$ cat src/rtl/video_stream_timing_gen.sv
// video_stream_timing_gen
//
// Turns an untimed multi-pixel source (e.g. a frame-buffer reader) into a timed video stream.
// Words are pulled through a valid/ready handshake during active video; horizontal and
// vertical blanking are inserted from run-time resolution/total sizes. The configuration is
// latched once per frame (when starting from idle and on the last cycle of every frame), so
// it may change between frames without tearing.
//
// Optional feature: define VIDEO_TIMING_GEN_UNDERFLOW_CNT_EN to add underflow_cnt_o, a
// 16-bit saturating count of underflow cycles.
//
// Ports:
//   clk_i            clock
//   rst_i            synchronous active-low reset
//   en_i             run request, sampled in idle and on the last cycle of each frame
//   res_x_i          active pixels per line
//   total_x_i        pixels per line including blanking (multiple of PX_PER_CLK)
//   res_y_i          active lines
//   total_y_i        lines per frame including blanking
//   src_data_i       source word, pixel 0 in the LSBs
//   src_valid_i      source word available
//   src_ready_o      word requested this cycle (decoded from state)
//   px_data_o        stream data (registered)
//   px_data_val_o    per-pixel valid (registered)
//   line_start_o / line_end_o / frame_start_o / frame_end_o   stream markers (registered)
//   busy_o           not idle
//   cfg_err_o        last latched configuration was rejected
//   underflow_o      sticky source-underflow flag
//   underflow_cnt_o  saturating underflow counter (optional)
//   underflow_clr_i  clears underflow flag and counter

module video_stream_timing_gen #(
    parameter int unsigned PX_WIDTH    = 12,
    parameter int unsigned PX_PER_CLK  = 4,
    parameter int unsigned MAX_TOTAL_X = 4096,
    parameter int unsigned MAX_TOTAL_Y = 4096,
    parameter int unsigned X_W         = $clog2(MAX_TOTAL_X + 1),
    parameter int unsigned Y_W         = $clog2(MAX_TOTAL_Y + 1)
) (
    input  logic                           clk_i,
    input  logic                           rst_i,
    input  logic                           en_i,
    input  logic [X_W-1:0]                 res_x_i,
    input  logic [X_W-1:0]                 total_x_i,
    input  logic [Y_W-1:0]                 res_y_i,
    input  logic [Y_W-1:0]                 total_y_i,
    input  logic [PX_PER_CLK*PX_WIDTH-1:0] src_data_i,
    input  logic                           src_valid_i,
    output logic                           src_ready_o,
    output logic [PX_PER_CLK*PX_WIDTH-1:0] px_data_o,
    output logic [PX_PER_CLK-1:0]          px_data_val_o,
    output logic                           line_start_o,
    output logic                           line_end_o,
    output logic                           frame_start_o,
    output logic                           frame_end_o,
    output logic                           busy_o,
    output logic                           cfg_err_o,
    output logic                           underflow_o,
`ifdef VIDEO_TIMING_GEN_UNDERFLOW_CNT_EN
    output logic [15:0]                    underflow_cnt_o,
`endif
    input  logic                           underflow_clr_i
);

    localparam int unsigned DW = PX_PER_CLK * PX_WIDTH;

    typedef enum logic [1:0] {StIdle, StActive, StHblank, StVblank} state_e;

    state_e          state_q, state_d;
    logic [X_W-1:0]  x_q, x_d;
    logic [Y_W-1:0]  y_q, y_d;

    // Latched per-frame configuration
    logic [X_W-1:0]        wpl_q, twl_q;
    logic [PX_PER_CLK-1:0] mask_q;
    logic [Y_W-1:0]        res_y_q, total_y_q;

    logic cfg_err_q, cfg_err_d;
    logic latch;

    // Configuration decode straight from the inputs; only used at latch points
    logic [X_W:0]          rx_round;
    logic [X_W-1:0]        wpl_in, twl_in, rem_in, tx_rem;
    logic [PX_PER_CLK-1:0] mask_in;
    logic                  cfg_bad;

    always_comb begin
        rx_round = {1'b0, res_x_i} + (X_W+1)'(PX_PER_CLK - 1);
        wpl_in   = X_W'(rx_round / (X_W+1)'(PX_PER_CLK));
        twl_in   = total_x_i / X_W'(PX_PER_CLK);
        rem_in   = res_x_i % X_W'(PX_PER_CLK);
        tx_rem   = total_x_i % X_W'(PX_PER_CLK);
        for (int i = 0; i < int'(PX_PER_CLK); i++) begin
            mask_in[i] = (rem_in == '0) || (rem_in > X_W'(i));
        end
        cfg_bad = (res_x_i == '0) || (res_y_i == '0) || (tx_rem != '0) ||
                  (twl_in < wpl_in) || (total_y_i < res_y_i);
    end

    // Frame position decode against the latched configuration
    logic last_word, last_blank, last_act_line, last_line, has_hblank, has_vblank;

    always_comb begin
        last_word     = (x_q == wpl_q - X_W'(1));
        last_blank    = (x_q == twl_q - X_W'(1));
        last_act_line = (y_q == res_y_q - Y_W'(1));
        last_line     = (y_q == total_y_q - Y_W'(1));
        has_hblank    = (twl_q > wpl_q);
        has_vblank    = (total_y_q > res_y_q);
    end

    // Next-state logic
    logic start, frame_done;

    always_comb begin
        state_d    = state_q;
        x_d        = x_q;
        y_d        = y_q;
        cfg_err_d  = cfg_err_q;
        latch      = 1'b0;
        start      = 1'b0;
        frame_done = 1'b0;

        unique case (state_q)
            StIdle: begin
                x_d   = '0;
                y_d   = '0;
                start = en_i;
            end
            StActive: begin
                if (last_word) begin
                    if (has_hblank) begin
                        state_d = StHblank;
                        x_d     = x_q + X_W'(1);
                    end else begin
                        x_d = '0;
                        if (!last_act_line) begin
                            y_d = y_q + Y_W'(1);
                        end else if (has_vblank) begin
                            state_d = StVblank;
                            y_d     = y_q + Y_W'(1);
                        end else begin
                            frame_done = 1'b1;
                        end
                    end
                end else begin
                    x_d = x_q + X_W'(1);
                end
            end
            StHblank: begin
                if (last_blank) begin
                    x_d = '0;
                    if (!last_act_line) begin
                        state_d = StActive;
                        y_d     = y_q + Y_W'(1);
                    end else if (has_vblank) begin
                        state_d = StVblank;
                        y_d     = y_q + Y_W'(1);
                    end else begin
                        frame_done = 1'b1;
                    end
                end else begin
                    x_d = x_q + X_W'(1);
                end
            end
            StVblank: begin
                if (last_blank) begin
                    x_d = '0;
                    if (last_line) begin
                        frame_done = 1'b1;
                    end else begin
                        y_d = y_q + Y_W'(1);
                    end
                end else begin
                    x_d = x_q + X_W'(1);
                end
            end
            default: state_d = StIdle;
        endcase

        // Last cycle of a frame: restart immediately (no gap) or fall back to idle
        if (frame_done) begin
            state_d = StIdle;
            x_d     = '0;
            y_d     = '0;
            start   = en_i;
        end

        if (start) begin
            x_d = '0;
            y_d = '0;
            if (cfg_bad) begin
                cfg_err_d = 1'b1;
                state_d   = StIdle;
            end else begin
                cfg_err_d = 1'b0;
                latch     = 1'b1;
                state_d   = StActive;
            end
        end
    end

    // Output next-state logic
    logic [DW-1:0]         px_data_d;
    logic [PX_PER_CLK-1:0] px_val_d;
    logic                  ls_d, le_d, fs_d, fe_d;
    logic                  uf_event;
    logic                  underflow_d;

    always_comb begin
        px_data_d = '0;
        px_val_d  = '0;
        ls_d      = 1'b0;
        le_d      = 1'b0;
        fs_d      = 1'b0;
        fe_d      = 1'b0;
        if (state_q == StActive) begin
            ls_d = (x_q == '0);
            le_d = last_word;
            fs_d = (x_q == '0) && (y_q == '0);
            fe_d = last_word && last_act_line;
            if (src_valid_i) begin
                px_data_d = src_data_i;
                px_val_d  = last_word ? mask_q : '1;
            end
        end
        uf_event = (state_q == StActive) && !src_valid_i;
        // Clear wins over a coincident underflow
        underflow_d = underflow_clr_i ? 1'b0 : (underflow_o | uf_event);
    end

    assign src_ready_o = (state_q == StActive);

    always_ff @(posedge clk_i) begin
        if (!rst_i) begin
            state_q       <= StIdle;
            x_q           <= '0;
            y_q           <= '0;
            wpl_q         <= '0;
            twl_q         <= '0;
            mask_q        <= '0;
            res_y_q       <= '0;
            total_y_q     <= '0;
            cfg_err_q     <= 1'b0;
            px_data_o     <= '0;
            px_data_val_o <= '0;
            line_start_o  <= 1'b0;
            line_end_o    <= 1'b0;
            frame_start_o <= 1'b0;
            frame_end_o   <= 1'b0;
            busy_o        <= 1'b0;
            underflow_o   <= 1'b0;
        end else begin
            state_q       <= state_d;
            x_q           <= x_d;
            y_q           <= y_d;
            cfg_err_q     <= cfg_err_d;
            if (latch) begin
                wpl_q     <= wpl_in;
                twl_q     <= twl_in;
                mask_q    <= mask_in;
                res_y_q   <= res_y_i;
                total_y_q <= total_y_i;
            end
            px_data_o     <= px_data_d;
            px_data_val_o <= px_val_d;
            line_start_o  <= ls_d;
            line_end_o    <= le_d;
            frame_start_o <= fs_d;
            frame_end_o   <= fe_d;
            busy_o        <= (state_d != StIdle);
            underflow_o   <= underflow_d;
        end
    end

    assign cfg_err_o = cfg_err_q;

`ifdef VIDEO_TIMING_GEN_UNDERFLOW_CNT_EN
    always_ff @(posedge clk_i) begin
        if (!rst_i || underflow_clr_i) begin
            underflow_cnt_o <= '0;
        end else if (uf_event && (underflow_cnt_o != 16'hFFFF)) begin
            underflow_cnt_o <= underflow_cnt_o + 16'd1;
        end
    end
`endif

endmodule
$ cat config.mk
export PLATFORM = sky130hd
export DESIGN_NAME = video_stream_timing_gen
export DESIGN_NICKNAME = d
export VERILOG_FILES = /design/src/rtl/video_stream_timing_gen.sv
export SDC_FILE = /design/constraint.sdc
export NUM_CORES = 1
export LEC_CHECK = 0
export CORE_ASPECT_RATIO = 1.25
export CORE_MARGIN = 5
export CORE_UTILIZATION = 25
export CTS_BUF_LIST = sky130_fd_sc_hd__clkbuf_8
export DETAILED_ROUTE_END_ITERATION = 10
export PLACE_DENSITY_LB_ADDON = 0.08
export SYNTH_ARGS = -nofsm -noshare
export SYNTH_HDL_FRONTEND = slang
export SYNTH_SLANG_ARGS = --single-unit
$ cat constraint.sdc
create_clock -name clk_i -period 5.9 [get_ports clk_i]
set_input_delay 0.885 -clock clk_i [delete_from_list [all_inputs] [get_ports clk_i]]
set_output_delay 0.885 -clock clk_i [all_outputs]
set_load 0.03 [all_outputs]
# Yosys cells after proc, flatten, opt, wreduce, memory -nomap -nowiden
# Cells that the tools add are included.
[totals] regBits=140 in_bits=105
[classes] addsub=7 n_lt_le_gt_ge=8 eq_ne=12 n_mux=36 bitwise=2 reduce_logical=26
[op_table] operator="13-bit two-way mux" count=10
[op_table] operator="13-bit logical NOT" count=5
[op_table] operator="13-bit == test" count=4
[op_table] operator="13-bit case mux with 4 select lines" count=1
[op_table] operator="13-bit case mux with 3 select lines" count=1
[op_table] operator="13-bit by 1-bit adder with 13-bit output, second input constant" count=2
[op_table] operator="13-bit by 1-bit subtractor with 13-bit output, second input constant" count=2
[op_table] operator="2-bit two-way mux" count=8
[op_table] operator="13-bit by 2-bit adder with 14-bit output, second input constant" count=1
[op_table] operator="13-bit > comparator" count=1
[op_table] operator="13-bit < comparator" count=1
[op_table] operator="1-bit two-way mux" count=13
[op_table] operator="13-bit nonzero test" count=1
[op_table] operator="12-bit by 1-bit subtractor with 13-bit output, second input constant" count=1
[op_table] operator="11-bit by 12-bit > comparator with 1-bit output" count=1
[op_table] operator="11-bit by 12-bit < comparator with 1-bit output" count=1
[op_table] operator="11-bit by 1-bit subtractor with 12-bit output, second input constant" count=1
[op_table] operator="1-bit logical OR" count=8
[op_table] operator="2-bit != test, second input constant" count=4
[op_table] operator="5-bit AND reduction" count=1
[op_table] operator="2-bit == test, second input constant" count=2
[op_table] operator="2-bit by 1-bit > comparator with 1-bit output, second input constant" count=2
[op_table] operator="2-bit > comparator, second input constant" count=2
[op_table] operator="4-bit two-way mux" count=1
[op_table] operator="other kinds (14)" count=17

# Depth between registers and ports, before layout
# Gate-level depths: netlist (run 1).
[depth] ltp_word=9 depth_mapped=16 mapped_depth_nobuf=14

# Worst setup path after synthesis (run 1)
# OpenSTA, ideal clock, no wires.
[synth_path] kind="input -> register" from="in res_x_i[0]" to="reg res_y_q[6]" setup_time_ps=70 arrival_ps=3600 t_required_ps=5830 slack_ps=2229 cell_stages=16 n_path_buf=2 path_cell_list="inv_1 ha_1 nor2_1 and3_1 and3_1 xnor2_1 ha_1 a2111oi_0 o21ai_0 a31oi_1 a211oi_1 o211ai_1 clkbuf_1 clkbuf_1 o21ai_0 a21oi_1"
[synth_between] elab_chain_len=7 elab_cells_between_ends=9 classes_between="1 x add/sub; 1 x order compare; 2 x mux; 5 x reduce/logical"
[synth_lines] element="start, declared" line_no="43" source="input logic [X_W-1:0] res_x_i,"
[synth_lines] element="branches (longest 3 deep; another with 13-bit by 2-bit adder with 14-bit output)"
[synth_lines] element="1-bit logical OR (*)" line_no="96" source="cfg_bad = (res_x_i == '0) || (res_y_i == '0) || (tx_rem != '0) ||"
[synth_lines] element="1-bit logical OR (*)" line_no="97" source="(twl_in < wpl_in) || (total_y_i < res_y_i);"
[synth_lines] element="1-bit two-way mux (*)" line_no="192" source="if (cfg_bad) begin"
[synth_lines] element="1-bit two-way mux (*)" line_no="189" source="if (start) begin"
[synth_lines] element="end signal, assigned" line_no="262" source="res_y_q <= res_y_i;"
[synth_lines] element="end, declared" line_no="76" source="logic [Y_W-1:0] res_y_q, total_y_q;"
# Every way passes the cells marked *.
# A chain may end at the register's enable or synchronous reset.

# Worst setup path in the final report (run 1)
[layout_path] from="in res_x_i[0]" to="reg wpl_q[11]"
[layout_between] elab_chain_len=7 elab_cells_between_ends=9 classes_between="1 x add/sub; 1 x order compare; 2 x mux; 5 x reduce/logical"
[layout_lines] element="branches (longest 7 deep; another with 13-bit by 2-bit adder with 14-bit output)"
[layout_lines] element="end signal, assigned" line_no="259" source="wpl_q <= wpl_in;"
[layout_lines] element="end, declared" line_no="74" source="logic [X_W-1:0] wpl_q, twl_q;"
# Several ways; the timed one is not identified.

==> results by group, run 1 <==
Run status
  • Outcome: finished, final reports clean

Floorplanning
  • Row count: 74
  • Die Area: 37000 um^2
  • Die Y: 214 um
  • Core Area: 32800 um^2
  • Initial Util: 25.3%
  • Die W: 173 um
  • Top-level I/O count: 165

Logic synthesis
  • Synth unique cells: 76
  • Yosys reg bits: 140
  • Compound-Gate Fraction of Synth Area: 18.6%
  • Post-Synth Simple-Gate Area: 22.7%
  • Number of flops mapped to enable cells by yosys: 0
  • Synth top area share: 33.8%
  • Most common cell in the netlist: dfxtp_1
  • Largest area contributor in the netlist: dfxtp_1
  • Synth top cells by count: 140 x dfxtp_1, 77 x a21oi_1, 66 x nand3_1, 64 x xnor2_1, 63 x inv_1
  • Post-Synth XOR/XNOR Area: 9.81%
  • Ranking of synthesized cells by area: dfxtp_1 34%, ha_1 9.2%, xnor2_1 6.8%
  • Number of cells produced by synthesis: 986
  • Post-synthesis sequential area ratio: 33.8%
  • Yosys Warn Count: 0
  • Syn Area/Cell: 8.42 um^2
  • Net Count, Synth: 1152
  • Synthesized area: 8300 um^2
  • Largest family of logic cells by synthesized area: simple AND/OR/NAND/NOR gates
  • Synth Area in Adders: 9.20%
  • Mux contribution to synthesized area: 0.241%
  • Top_reg_cell synth: dfxtp_1
  • Async SR Flop Fraction: 0%

Worst setup path
  • Reg2reg end: total_y_q[0]
  • Arrival time worst endpoint: 4.59 ns
  • Worst Reg-to-Reg Cells: 12
  • Cell Chain, Critical Path: clkdlybuf4s50_1 -> inv_1 -> ha_1 -> nor2_1 -> and3_1 -> nand3_1 -> xor2_1 -> ha_1 -> a21oi_1 -> o21ai_0 -> nor2_1 -> a211oi_1 -> o211a_1 -> buf_4 -> nand2_1 -> and3_1
  • Crit end category: flip-flop
  • RR Startpoint: total_y_q[0]
  • Critical path peak fanout: 52
  • R2R Setup Slk: 1.89 ns
  • CP startpoint kind: input pin
  • CP required: 6.26 ns
  • Critical path class: input pin to flip-flop
  • Peak per-stage delay on the critical path: 0.53 ns
  • Critical path's slowest cell: clkdlybuf4s50_1

Place
  • Routability cong.: 0.833
  • HPWL after DPL: 21.2 mm
  • IO Port Bufs: 164
  • Placed cell areas: 10300 um^2

Detailed routing
  • Initial DRC count: 362
  • DRT Pass-1 Iters: 4
  • DRT Wirelength: 27.1 mm
  • Remaining antenna violation count: 0
  • Met1 Wirelength: 12.0 mm
  • WL per Instance: 17.5 um
  • DRC viols: 0
  • DR WL met2: 12.9 mm
  • Total number of vias: 7499
  • Max layer used: met4
  • Vias per cell: 4.83
  • DR WL met3: 1.83 mm

Clocking
  • H-tree depth: 4
  • Worst-skew pair later-pin latency: 0.47 ns
  • CTS hold repair buffers: 0
  • Postcts setup bufs: 0
  • CTS Root Cell: clkbuf_8
  • Clock-pin slew on the worst setup and hold paths: 0.09 ns
  • Max clock buf depth: 2
  • Cts repair resizes: 0
  • CTS buffer count: 17
  • CTS tree: done
  • Clk sinks: 140

Timing
  • Setup TNS: 0 ns
  • Worst Clk Skew: 0.0108 ns
  • Final setup viols: 0
  • Minimum clock period: 4.23 ns
  • RSZ-0062 raised after global routing: false
  • Final Hold Vio Count: 0
  • Slew @ Worst Pin: 1.03 ns
  • Fmax: 237 MHz
  • Tcrit/Tclk final: 71.6%
  • Slew headroom: 30.2%
  • Final Max Tran Viols: 0

Worst hold path
  • Hold_sp: mask_q[0]
  • Hold Crit Endpoint: mask_q[0]
  • Worst hold stages: 1
  • HP Class: flip-flop to flip-flop

Global route
  • Largest net degree at the start of global routing: 55
  • Overflow after GRT: 0
  • GR Util All Layers: 14.6%
  • First-pass GRT wire length: 43.1 mm
  • Initial antenna violation count: 1
  • Vias in the first global route: 7723

Cells and area
  • Fill cells: 3520
  • Final core occ: 32.5%
  • Multi-input gate area: 5030 um^2
  • NumNets Final: 1285
  • Layout cell share with drive strength beyond 1: 4.95%
  • Sequential cell area: 2800 um^2
  • Synth-to-layout area growth: 28.5%
  • Cell area after layout: 10700 um^2

Power
  • Pwr dens: 188 nW/um^2
  • Leakage power: 4.01 nW
  • Peak supply drop: 105 uV

Run
  • Max-cap viol count: 0
[worst max-delay path by stage]
stage	from	end	depth (start not counted)
final	res_x_i[0]	wpl_q[11]	16
after global placement	res_x_i[0]	wpl_q[0]	16
after global routing	total_y_q[0]	total_y_q[1]	12
after detailed placement	res_x_i[0]	wpl_q[11]	16
after CTS	res_x_i[0]	wpl_q[11]	16
after floorplan	res_x_i[0]	res_y_q[6]	16
[registers in the layout, summed over array words and instances (netlist names), 11 cells and up]
register and flops:
twl_q 11, wpl_q 12, res_y_q 13, px_data_o 48, total_y_q 13, y_q 13
x_q 13
[cell usage in the layout, fill, tap and decap left out, types with 11 or more instances in the layout]
cell             synthesis  layout
a211oi_1                15      15
a21o_1                  11      11
a21oi_1                 77      77
and2_1                  52      52
and3_1                  16      16
clkbuf_8                 0      18
clkdlybuf4s50_1          0     164
dfxtp_1                140     140
ha_1                    61      61
inv_1                   63      63
nand2_1                 26      26
nand3_1                 66      66
nand4_1                 19      19
nor2_1                  59      58
nor3_1                  26      26
nor4_1                  18      18
o21a_1                  14      14
o21ai_0                 53      53
xnor2_1                 64      64
xor2_1                  29      29
[per-layer routing]
metal	vias up	track usage, %
met5	-	0
met2	171	25.1
met1	3530	18.0
met4	0	3.77
met3	12	4.67
li1	3786	-
[where the power goes]
| part | switching (mW) | total [mW] | leakage, nW | internal (mW) |
|---|---|---|---|---|
| sequential | 0.00896 | 0.959 | 1.13 | 0.950 |
| combinational | 0.112 | 0.238 | 2.68 | 0.126 |
| clock | 0.446 | 0.808 | 0.197 | 0.361 |
[cell families (layout without fill, tap and decap cells)]
logic type / after synthesis / after routing
XOR/XNOR: 93 / 93
multiplexers: 2 / 2
flip-flops: 140 / 140
adder cells (fa/ha/maj): 61 / 61
AND/OR/NAND/NOR: 337 / 337
buffers and inverters: 118 / 264
other: 0 / 1
AO/OA/AOI/OAI: 235 / 235
[layout make-up]
cell class	instances	area share (%)
diodes	1	0.0235
clock buffers	18	2.32
clock inverters	14	1.40
inverters	64	2.25
multi-input cells	728	47.2
flip-flops and latches	140	26.3
well taps	418	4.90
repair buffers	168	15.7
[metrics by stage]
step                      cells  setup WS [ns]  hold slack (ns)  power, mW
after floorplan             986           2.23            0.434       1.10
after detailed placement   1518           1.16            0.466       1.22
final                      1551           1.67            0.481       2.00
after global placement     1518           1.24            0.452       1.22
after CTS                  1550           1.68            0.490       2.05
after global routing       1551           1.33            0.512       2.11
[critical path: cells and delay by family]
family                     cells  cell delay, ns
and+or+nand+nor                6            1.08
buffers and inverters          3            1.07
AOI/OAI and AO/OA              4            0.80
adders and majority gates      2            0.56
xor gates and xnor gates       1            0.18
Note: power is estimated with default switching activity, not from simulation.
==> inputs of run 2 (changes only) <==
==> constraint.sdc (replaced) <==
create_clock -name clk_i -period 3.8 [get_ports clk_i]
set_input_delay 0.57 -clock clk_i [delete_from_list [all_inputs] [get_ports clk_i]]
set_output_delay 0.57 -clock clk_i [all_outputs]
set_load 0.03 [all_outputs]
==> results by group, run 2 (synthesis results as in run 1) <==
Timing
  • RSZ-0062 raised after global routing: false
  • Slew @ Worst Pin: 0.636 ns
  • Hold WS: 0.479 ns
  • Worst Clk Skew: 0.0166 ns
  • Slew headroom: 57.0%
  • Final Worst Setup Slack: 0.337 ns
  • Final Hold Vio Count: 0
  • Minimum clock period: 3.46 ns
  • Final setup viols: 0
  • Fmax: 289 MHz
  • Final Max Tran Viols: 0
  • Tcrit/Tclk final: 91.1%

Global route
  • Largest net degree at the start of global routing: 54
  • First-pass GRT wire length: 43.8 mm
  • Overflow after GRT: 0
  • Vias in the first global route: 7939
  • Initial antenna violation count: 0
  • GR Util All Layers: 15.0%

Clocking
  • CTS tree: done
  • Worst-skew pair later-pin latency: 0.48 ns
  • Postcts setup bufs: 0
  • H-tree depth: 4
  • Clock-pin slew on the worst setup and hold paths: 0.09 ns
  • CTS buffer count: 17
  • Max clock buf depth: 2
  • Clk sinks: 140
  • CTS Root Cell: clkbuf_8

Place
  • Routability cong.: 0.792
  • Placed cell areas: 10800 um^2
  • HPWL after DPL: 21.9 mm
  • Pre-CTS setup slack: -0.223 ns
  • IO Port Bufs: 164

Floorplanning
  • Die W: 173 um
  • Row count: 74
  • Core Area: 32800 um^2
  • Die Area: 37000 um^2
  • Initial Util: 25.3%
  • Top-level I/O count: 165
  • Die Y: 214 um

Cells and area
  • Commonest non-fill, non-tap cell in the layout: clkdlybuf4s50_1
  • Antenna cells: 0
  • Most frequent cells in the layout: 164 x clkdlybuf4s50_1, 139 x dfxtp_1, 77 x a21oi_1
  • Max FFs per register: 48
  • Layout cell share with drive strength beyond 1: 9.67%
  • Biggest register: px_data_o
  • Cell area after layout: 11200 um^2
  • Fill cells: 3503
  • Synth-to-layout area growth: 34.9%
  • Final core occ: 34.2%
  • NumNets Final: 1342

Worst setup path
  • CP startpoint kind: flip-flop
  • Critical path peak fanout: 26
  • Most used cell, CP: o21ai_0
  • Arrival time worst endpoint: 3.79 ns
  • Peak per-stage delay on the critical path: 0.52 ns
  • Critical path's slowest cell: or3b_2
  • Crit end category: flip-flop
  • Cell Chain, Critical Path: inv_1 -> ha_1 -> or3b_2 -> o21ai_0 -> nand4b_1 -> nor4_1 -> o2111a_1 -> o21ai_1 -> o21a_4 -> buf_4 -> o21ai_0 -> a21oi_1
  • Critical path class: flip-flop to flip-flop
  • CP required: 4.13 ns

Detailed routing
  • Initial DRC count: 420
  • DRT Wirelength: 27.7 mm
  • Vias per cell: 4.81
  • DRT Pass-1 Iters: 5
  • Remaining antenna violation count: 0
  • DRC viols: 0
  • WL per Instance: 17.2 um
  • Total number of vias: 7729

Run
  • Max-cap viol count: 0

Power
  • Leakage power: 4.33 nW
  • Peak supply drop: 172 uV
  • Pwr dens: 290 nW/um^2

Run status
  • Outcome: finished, final reports clean

Worst hold path
  • HP Class: flip-flop to flip-flop
run 2: timing repair:
action,in CTS,in global routing
endpoints found under the setup margin,0,28
gates resized for setup,0,4
hold buffers,0,0
run 2: final timing paths:
check                                from          end  slack [ns]  cells after the start
worst max register to register   twl_q[0]  res_y_q[11]        0.34                     12
worst max-delay path             twl_q[0]  res_y_q[11]        0.34                     12
worst min-delay path            mask_q[0]    mask_q[0]        0.48                      1
worst min register to register  mask_q[0]    mask_q[0]        0.48                      1
run 2: metrics by stage:
| stage | setup TNS, ns | power, mW | std cells |
|---|---|---|---|
| after floorplan | 0 | 1.71 | 986 |
| after global placement | -2.21 | 1.93 | 1575 |
| after detailed placement | -5.54 | 1.93 | 1575 |
| after CTS | 0 | 3.33 | 1607 |
| after global routing | 0 | 3.41 | 1607 |
| final | 0 | 3.25 | 1607 |
run 2: power by group:
part / leakage (nW) / switching [mW] / internal (mW)
Sequential: 1.13 / 0.0118 / 1.48
Clock: 0.214 / 0.737 / 0.621
Combinational: 2.98 / 0.184 / 0.224
run 2: worst max-delay path, delay by kind of cell, from the launching register on:
kind	cells	cell delay (ns)
AO/OA/AOI/OAI	6	1.45
adder cells (fa/ha/maj)	1	0.25
buffers and inverters	2	0.34
flip-flops	1	0.32
AND/OR/NAND/NOR	3	0.96
run 2: area by class of cell:
type                            instances  area [um^2]  area share [%]
Tap cell                              418          523            4.67
Timing Repair Buffer                  225         2160            19.3
Clock inverter                         15          195            1.74
Clock buffer                           17          234            2.09
Multi-Input combinational cell        728         5040            45.0
Sequential cell                       140         2800            25.0
Inverter                               64          240            2.15
run 2: layer usage:
metal	wire length [um]	vias to the layer above	part of all wire, %	global-route usage [%]
li1	-	3912	-	-
met1	12400	3608	45	18.3
met2	13000	184	47	25.0
met3	1730	25	6.3	4.83
met4	529	0	1.9	5.31
met5	0	-	0	0
==> inputs of run 3 (changes only) <==
--- a/config.mk
+++ b/config.mk
@@ -5,8 +5,8 @@
 export SDC_FILE = /design/constraint.sdc
 export NUM_CORES = 1
 export LEC_CHECK = 0
+export ABC_AREA = 1
 export CORE_ASPECT_RATIO = 1.25
-export CORE_MARGIN = 5
 export CORE_UTILIZATION = 25
 export CTS_BUF_LIST = sky130_fd_sc_hd__clkbuf_8
 export DETAILED_ROUTE_END_ITERATION = 10
==> results by group, run 3 <==
Floorplanning
  • Die Y: 216 um
  • Die Area: 37500 um^2
  • Top-level I/O count: 165
  • Initial Util: 25.3%
  • Die W: 173 um
  • Core Area: 36200 um^2
  • Row count: 78

Power
  • Pwr dens: 282 nW/um^2
  • Leakage power: 5.49 nW
  • Peak supply drop: 208 uV

Detailed routing
  • Total number of vias: 8911
  • WL per Instance: 14.3 um
  • DR WL met2: 14.1 mm
  • Max layer used: met5
  • DRT Wirelength: 29.1 mm
  • Met1 Wirelength: 13.1 mm
  • Vias per cell: 4.36
  • DR WL met3: 1.52 mm
  • Remaining antenna violation count: 0
  • DRC viols: 0
  • DRT Pass-1 Iters: 5
  • Initial DRC count: 290

Logic synthesis
  • Synthesized area: 9170 um^2
  • Syn Area/Cell: 6.65 um^2
  • Synth top area share: 30.6%
  • Yosys reg bits: 140
  • Synth top cells by count: 301 x nand2_1, 215 x inv_1, 188 x nor2_1, 150 x nand3_1, 140 x dfxtp_1
  • Top_reg_cell synth: dfxtp_1
  • Async SR Flop Fraction: 0%
  • Largest area contributor in the netlist: dfxtp_1
  • Synth unique cells: 41
  • Ranking of synthesized cells by area: dfxtp_1 31%, nand2_1 12%, inv_1 8.8%
  • Number of cells produced by synthesis: 1380
  • Number of flops mapped to enable cells by yosys: 0
  • Most common cell in the netlist: nand2_1
  • Net Count, Synth: 1546
  • Yosys Warn Count: 0
  • Post-synthesis sequential area ratio: 30.6%

Clocking
  • Clk sinks: 140
  • Worst-skew pair later-pin latency: 0.47 ns
  • CTS hold repair buffers: 0
  • CTS tree: done
  • Postcts setup bufs: 0
  • H-tree depth: 4
  • CTS buffer count: 17
  • Max clock buf depth: 2
  • CTS Root Cell: clkbuf_8
  • Cts repair resizes: 0
  • Clock-pin slew on the worst setup and hold paths: 0.09 ns

Timing
  • Slew headroom: 49.8%
  • Final Worst Setup Slack: 0.468 ns
  • Tcrit/Tclk final: 87.7%
  • Final Hold Vio Count: 0
  • Slew @ Worst Pin: 0.746 ns
  • Setup TNS: 0 ns
  • Fmax: 300 MHz
  • Minimum clock period: 3.33 ns
  • Hold WS: 0.438 ns
  • Final Max Tran Viols: 0
  • Worst Clk Skew: 0.0141 ns
  • RSZ-0062 raised after global routing: false
  • Final setup viols: 0

Place
  • IO Port Bufs: 164
  • Routability cong.: 0.833
  • Pre-CTS setup slack: -0.0144 ns
  • Placed cell areas: 11400 um^2
  • HPWL after DPL: 23.7 mm

Cells and area
  • Most frequent cells in the layout: 301 x nand2_1, 217 x inv_1, 188 x nor2_1
  • Synth-to-layout area growth: 29.2%
  • Layout cell share with drive strength beyond 1: 9.14%
  • Commonest non-fill, non-tap cell in the layout: nand2_1
  • Biggest register: px_data_o
  • Max FFs per register: 48
  • NumNets Final: 1718
  • Antenna cells: 0
  • Cell area after layout: 11900 um^2

Global route
  • Largest net degree at the start of global routing: 56
  • First-pass GRT wire length: 47.2 mm
  • Initial antenna violation count: 2
  • Overflow after GRT: 0
  • Vias in the first global route: 8987
  • GR Util All Layers: 16.1%

Worst hold path
  • HP Class: input pin to flip-flop

Worst setup path
  • CP startpoint kind: input pin
  • CP required: 4.16 ns
  • Critical path peak fanout: 29
  • Arrival time worst endpoint: 3.69 ns
  • Critical path class: input pin to flip-flop
  • Crit end category: flip-flop

Run status
  • Outcome: finished, final reports clean

Run
  • Max-cap viol count: 0
==> run 3: final timing paths <==
path	startpoint	slack (ns)	end	cells past startpoint
worst max-delay path	res_x_i[0]	0.47	res_y_q[12]	23
worst min-delay path	rst_i	0.44	line_end_o	3
worst max register to register	res_y_q[4]	0.70	res_y_q[12]	14
worst min register to register	mask_q[0]	0.45	mask_q[0]	2
==> run 3: cells by family after synthesis <==
logic type                 share of synthesized area (%)
adders and majority gates                           8.32
and+or+nand+nor                                     35.1
buffers and inverters                               11.4
xor gates and xnor gates                            5.44
AOI/OAI and AO/OA                                   9.17
DFF                                                 30.6
==> run 3: power breakdown <==
group	internal, mW	total, mW	switching (mW)
logic	0.233	0.532	0.299
registers	1.48	1.50	0.0156
clock network	0.648	1.32	0.670
==> run 3: through the flow <==
stage	cells	utilization (%)	total power, mW
2_1_floorplan	1380	-	1.83
3_3_place_gp	2013	31.6	2.07
3_5_place_dp	2013	31.6	2.07
4_1_cts	2044	32.7	3.42
5_1_grt	2044	32.7	3.53
6_report	2044	32.7	3.35
==> run 3: cell type report <==
cell class	instances	area, um^2
fillers	3940	24400
multi-input cells	977	5320
flip-flops and latches	140	2800
repair buffers	187	1860
inverters	229	860
well taps	480	601
clock buffers	17	234
clock inverters	14	170
==> run 3: layer usage <==
metal	vias to the layer above	GRT usage [%]
li1	4703	-
met1	3990	19.3
met2	187	27.9
met3	27	4.30
met4	4	4.45
met5	-	0
==> run 3: worst max-delay path, cell delays in order <==
cell,delay [ns]
clkdlybuf4s50_1,0.47
inv_1,0.05
ha_1,0.20
inv_1,0.07
nand2_1,0.06
nor2_1,0.13
nand3_1,0.12
nor2_1,0.13
nand4_1,0.14
nor2_1,0.14
xnor2_1,0.09
ha_1,0.28
o21ai_0,0.10
nor2_1,0.14
nand3_1,0.09
nand2_1,0.09
nand2_1,0.05
nor2_1,0.09
buf_4,0.13
nand3_2,0.13
buf_12,0.21
nand3_1,0.10
o21ai_2,0.06
